## src/rtl/leaf_out_arbiter.sv

```systemverilog
// leaf_out_arbiter: output-side packetizer of the leaf interface.
// Round-robin arbitrates user output streams, stamps each accepted word with
// its configured destination leaf/port and write address, and tracks
// per-port credit against the destination's freespace.
module leaf_out_arbiter #(
   parameter int PACKET_BITS   = 49,
   parameter int PAYLOAD_BITS  = 32,
   parameter int NUM_LEAF_BITS = 5,
   parameter int NUM_PORT_BITS = 4,
   parameter int NUM_ADDR_BITS = 7,
   parameter int NUM_OUT_PORTS = 7
) (
   input  logic                                    clk,
   input  logic                                    reset,
   input  logic [NUM_OUT_PORTS*PAYLOAD_BITS-1:0]   din_leaf_user2interface,
   input  logic [NUM_OUT_PORTS-1:0]                vld_user2interface,
   output logic [NUM_OUT_PORTS-1:0]                ack_interface2user,
   input  logic                                    cfg_wr,
   input  logic [NUM_PORT_BITS-1:0]                cfg_port,
   input  logic [NUM_LEAF_BITS-1:0]                cfg_dest_leaf,
   input  logic [NUM_PORT_BITS-1:0]                cfg_dest_port,
   input  logic                                    credit_vld,
   input  logic [NUM_PORT_BITS-1:0]                credit_port,
   input  logic [NUM_ADDR_BITS:0]                  credit_amount,
   input  logic                                    resend,
   output logic [PACKET_BITS-1:0]                  dout_leaf_interface2bft
);

   localparam int CW    = NUM_ADDR_BITS + 1;
   localparam int PTR_W = (NUM_OUT_PORTS > 1) ? $clog2(NUM_OUT_PORTS) : 1;
   // One extra bit of headroom so credit + amount cannot overflow before saturation.
   localparam logic [CW:0] CREDIT_MAX = {1'b0, 1'b1, {NUM_ADDR_BITS{1'b0}}};

   logic                     cfg_valid [NUM_OUT_PORTS];
   logic [NUM_LEAF_BITS-1:0] dest_leaf [NUM_OUT_PORTS];
   logic [NUM_PORT_BITS-1:0] dest_port [NUM_OUT_PORTS];
   logic [NUM_ADDR_BITS-1:0] wr_addr   [NUM_OUT_PORTS];
   logic [CW-1:0]            credit    [NUM_OUT_PORTS];
   logic [CW:0]              credit_sum[NUM_OUT_PORTS];
   logic [CW-1:0]            credit_next[NUM_OUT_PORTS];

   logic [PTR_W-1:0]         rr_ptr;
   logic [NUM_OUT_PORTS-1:0] eligible;
   logic [NUM_OUT_PORTS-1:0] port_grant;
   logic                     grant_vld;
   logic [PTR_W-1:0]         grant_idx;
   logic [PAYLOAD_BITS-1:0]  grant_payload;

   // Per-port eligibility: valid word, configured, credit left, not stalled.
   always_comb begin
      eligible = '0;
      for (int unsigned i = 0; i < NUM_OUT_PORTS; i++) begin
         eligible[i] = vld_user2interface[i] && cfg_valid[i] && (credit[i] != '0)
                       && !resend && !reset;
      end
   end

   // Round-robin search starting one past the last granted port.
   always_comb begin
      grant_vld = 1'b0;
      grant_idx = '0;
      for (int unsigned k = 1; k <= NUM_OUT_PORTS; k++) begin
         int unsigned idx;
         idx = int'(rr_ptr) + k;
         if (idx >= NUM_OUT_PORTS) idx = idx - NUM_OUT_PORTS;
         if (!grant_vld && eligible[PTR_W'(idx)]) begin
            grant_vld = 1'b1;
            grant_idx = PTR_W'(idx);
         end
      end
   end

   // One-hot grant, driven back to the user as ack.
   always_comb begin
      port_grant = '0;
      if (grant_vld) port_grant[grant_idx] = 1'b1;
      ack_interface2user = port_grant;
      grant_payload = din_leaf_user2interface[grant_idx*PAYLOAD_BITS +: PAYLOAD_BITS];
   end

   // Next credit: minus one on grant, plus any freed words, saturated.
   always_comb begin
      for (int unsigned i = 0; i < NUM_OUT_PORTS; i++) begin
         credit_sum[i] = {1'b0, credit[i]} - {{CW{1'b0}}, port_grant[i]};
         if (credit_vld && credit_port == NUM_PORT_BITS'(i))
            credit_sum[i] = credit_sum[i] + {1'b0, credit_amount};
         if (credit_sum[i] > CREDIT_MAX) credit_sum[i] = CREDIT_MAX;
         credit_next[i] = credit_sum[i][CW-1:0];
      end
   end

   // Registered packet output and per-port state update.
   always_ff @(posedge clk) begin
      if (reset) begin
         dout_leaf_interface2bft <= '0;
         rr_ptr <= PTR_W'(NUM_OUT_PORTS - 1);
         for (int unsigned i = 0; i < NUM_OUT_PORTS; i++) begin
            cfg_valid[i] <= 1'b0;
            dest_leaf[i] <= '0;
            dest_port[i] <= '0;
            wr_addr[i]   <= '0;
            credit[i]    <= CREDIT_MAX[CW-1:0];
         end
      end else begin
         if (grant_vld) begin
            dout_leaf_interface2bft <= {1'b1, dest_leaf[grant_idx], dest_port[grant_idx],
                                        wr_addr[grant_idx], grant_payload};
            rr_ptr <= grant_idx;
         end else begin
            dout_leaf_interface2bft <= '0;
         end
         for (int unsigned i = 0; i < NUM_OUT_PORTS; i++) begin
            // Grant reads the old destination; a same-cycle write lands afterwards.
            if (cfg_wr && cfg_port == NUM_PORT_BITS'(i)) begin
               cfg_valid[i] <= 1'b1;
               dest_leaf[i] <= cfg_dest_leaf;
               dest_port[i] <= cfg_dest_port;
            end
            if (port_grant[i]) wr_addr[i] <= wr_addr[i] + 1'b1;
            credit[i] <= credit_next[i];
         end
      end
   end

endmodule

```

## config.mk

```make
export PLATFORM = sky130hd
export DESIGN_NAME = leaf_out_arbiter
export DESIGN_NICKNAME = d
export VERILOG_FILES = /design/src/rtl/leaf_out_arbiter.sv
export SDC_FILE = /design/constraint.sdc
export NUM_CORES = 1
export LEC_CHECK = 0
export ABC_AREA = 1
export CORE_UTILIZATION = 54
export CTS_CLUSTER_SIZE = 8
export DETAILED_ROUTE_END_ITERATION = 16
export GPL_TIMING_DRIVEN = 0
export PLACE_DENSITY = 0.8
export SYNTH_ARGS = -nofsm -noshare
export SYNTH_HDL_FRONTEND = slang
export SYNTH_SLANG_ARGS = --single-unit
export TNS_END_PERCENT = 100
```

## constraint.sdc

```tcl
create_clock -name clk -period 7.7 [get_ports clk]
set_input_delay 1.54 -clock clk [delete_from_list [all_inputs] [get_ports clk]]
set_output_delay 1.54 -clock clk [all_outputs]
set_load 0.005 [all_outputs]
```

==> metrics.cfg <==
[status]
outcome=finished clean

[synthesis]
synth_compound_area_frac=0.0714
yosys.area_share.simple=0.350
synth_top_area_cell=edfxtp_1
synthAdderAreaFrac=0.0766
synthArstFlopShare=0
seq_area_frac_synth=0.323
yosysWarnings=0
synth_area_per_cell_sq_um=6.66
synthTopCellsByArea=edfxtp_1, dfxtp_1, nand2_1
synth_fp_nets=3008
ys_types=52
synth-edff-count=114
synth_cells=2644
synth_mux_area_frac=0.00114
syn-cell-area_sq_um=17600
synth_largest_type_area_fraction=0.195
synth_top_family_by_area=simple AND/OR/NAND/NOR gates
synth_seq_cells=227
synth_xor_area_frac=0.0427
synth_flop_cell=edfxtp_1

[floorplanning]
rows=65
boundaryPins=317
fp.dieH_microns=183
die_w_microns=183
core-area_sq_um=31800
initial_utilization=0.553
die_area_sq_um=33300

[global_routing]
grt_pass1_wl_mm=91.5
grt_pass1_vias=18000
overflow=0
grt_max_degree=15
antenna_found_initial=4
grt.total_usage=0.349

[layout]
syn2layout_area_growth_pct=27.0
drive_above_1_share=0.0507
multi_input_area_sq_um=9530
nets=3360
finish.utilization=0.703
fill_cells=2656
fin_cells=3458
register_area_sq_um=5690

[critical_path]
arrival_ns=7.59
critPathMaxStageDelay_ns=0.47
crit_type=in -> reg
worstPathRequired_ns=8.15
cp-end-kind=register
crit_top_cell=nand2_1
critical-path-slowest-cell=clkdlybuf4s50_1
critPathMaxFanout=10
worstSetupStartpointType=input port

[drt]
drtPass1Iterations=6
wirelength_mm=59.0
wl_per_cell_microns=17.1
ant_nets=0
drtIter0Drc=1561
vias_per_cell=5.38
drcViolationCount=0
vias=18600

[cts]
tritoncts=built
clk_latency_ns=0.54
path_clk_slew_ns=0.05
clock-sinks=227
numCtsBuffers=34
cts_buffer_depth=3
root_buffer=clkbuf_16
cts.htree.levels=2

[sta]
setup_viol=0
finalHoldViolations=0
rsz0062_at_grt=false
tns_ns=0
worst_hold_slack_ns=0.523
min_period_over_period=0.928
maxSlewViolCount=0
relSlewSlack=0.219
tightest_slew_ns=1.16
fin_skew_ns=0.0257
fmax_mhz=140
fin_crit_ns=7.14

[placed_design]
portBuffers=315
place_congestion=0.986
dp_hpwl_mm=46.2
dp_cells=3395

[hold_path]
hp-class=reg -> reg

[flow_run]
maxCapViolCount=0

-- routing by layer --
layer	global-route usage	vias up	wire length, microns
li1	-	9040	-
met1	0.410	8414	22800
met2	0.592	909	27100
met3	0.0557	228	5070
met4	0.226	0	4090
met5	0	-	0
-- cells in the final DEF (no fill, tap or decap), types with 5 or more instances in the layout --
cell type and count:
nand2_1 555, inv_1 478, nor2_1 388, nand3_1 339
clkdlybuf4s50_1 315, edfxtp_1 114, dfxtp_1 113, ha_1 95
a21oi_1 81, o21ai_0 74, xor2_1 62, clkbuf_1 58
buf_2 42, clkbuf_16 34, nand3b_1 29, nor3_1 26
xnor2_1 22, nand4_1 21, o31ai_1 15, inv_2 13
o21ai_1 13, nand2_2 12, nor2_4 11, a21boi_0 11
buf_4 9, clkinv_1 8, fa_1 8, buf_6 7
nor2_2 6, o211ai_1 5
-- layout make-up --
cell class              instances  area share
clock inverters                 4     0.00426
flip-flops and latches        227       0.254
repair buffers                316       0.141
well taps                     435      0.0244
multi-input cells            1819       0.427
plain buffers                  98      0.0227
inverters                     500      0.0842
diodes                          4    0.000448
clock buffers                  55      0.0416
-- cells in the mapped netlist (all sizes together) (2+ instances only) --
cell type	instances
a21oi	81
a21boi	13
o211ai	5
and3b	2
dfxtp	113
o31ai	15
nor3b	5
o22ai	4
a32o	2
clkinv	8
nor2	406
o41ai	3
or2	2
o21ai	88
and2	3
nand4	22
mux2i	2
fa	8
a31oi	2
inv	492
xnor2	22
xor2	63
nor4	2
nor3	26
nand2	569
a22o	4
ha	95
nand3	341
clkbuf	37
buf	61
nand3b	29
o21a	3
edfxtp	114
-- sequential cells by signal, summed over array words and instances, names as in the netlist --
name	cells
credit	56
rr_ptr	3
dout_leaf_interface2bft	49
cfg_valid	7
dest_port	28
wr_addr	49
dest_leaf	35
-- worst paths after layout --
path                           from                       to  slack (ns)  cells past startpoint
min            cfg_valid[0]$_DFF_P_     cfg_valid[0]$_DFF_P_        0.52                      2
max reg2reg  rr_ptr[1]$_SDFFE_PP1N_  credit[1][5]$_SDFF_PP0_        0.69                     38
max                          resend  credit[1][5]$_SDFF_PP0_        0.56                     37
min reg2reg    cfg_valid[0]$_DFF_P_     cfg_valid[0]$_DFF_P_        0.52                      2
-- repair_timing --
item | 4_1_cts | 5_1_grt
hold buffers | 0 | 0
resized for setup | 0 | 3
buffers inserted | 0 | 0
endpoints found under the setup margin | 0 | 6
-- critical path: cells and delay by family --
| kind | cells | cell delay [ns] |
|---|---|---|
| xor gates and xnor gates | 1 | 0.26 |
| and+or+nand+nor | 19 | 2.53 |
| AOI/OAI and AO/OA | 7 | 1.00 |
| buffers and inverters | 7 | 1.45 |
| adders and majority gates | 3 | 0.78 |
-- kinds of logic (layout without fill, tap and decap cells) --
family,Yosys count,count (layout)
AOI/OAI and AO/OA,222,222
xor gates and xnor gates,85,85
adders and majority gates,103,103
buffers and inverters,598,973
DFF,227,227
muxes,2,2
other,0,4
and+or+nand+nor,1407,1407
-- per-stage QoR --
step,worst slack [ns],area (sq um)
floorplan,1.64,17600
global placement,0.200,21300
detailed placement,0.00420,21300
CTS,0.510,22300
global route,0.0603,22300
finish,0.556,22300
Power is not shown: default switching activity piles up to over one toggle a cycle in this logic, so the estimate is an artifact.
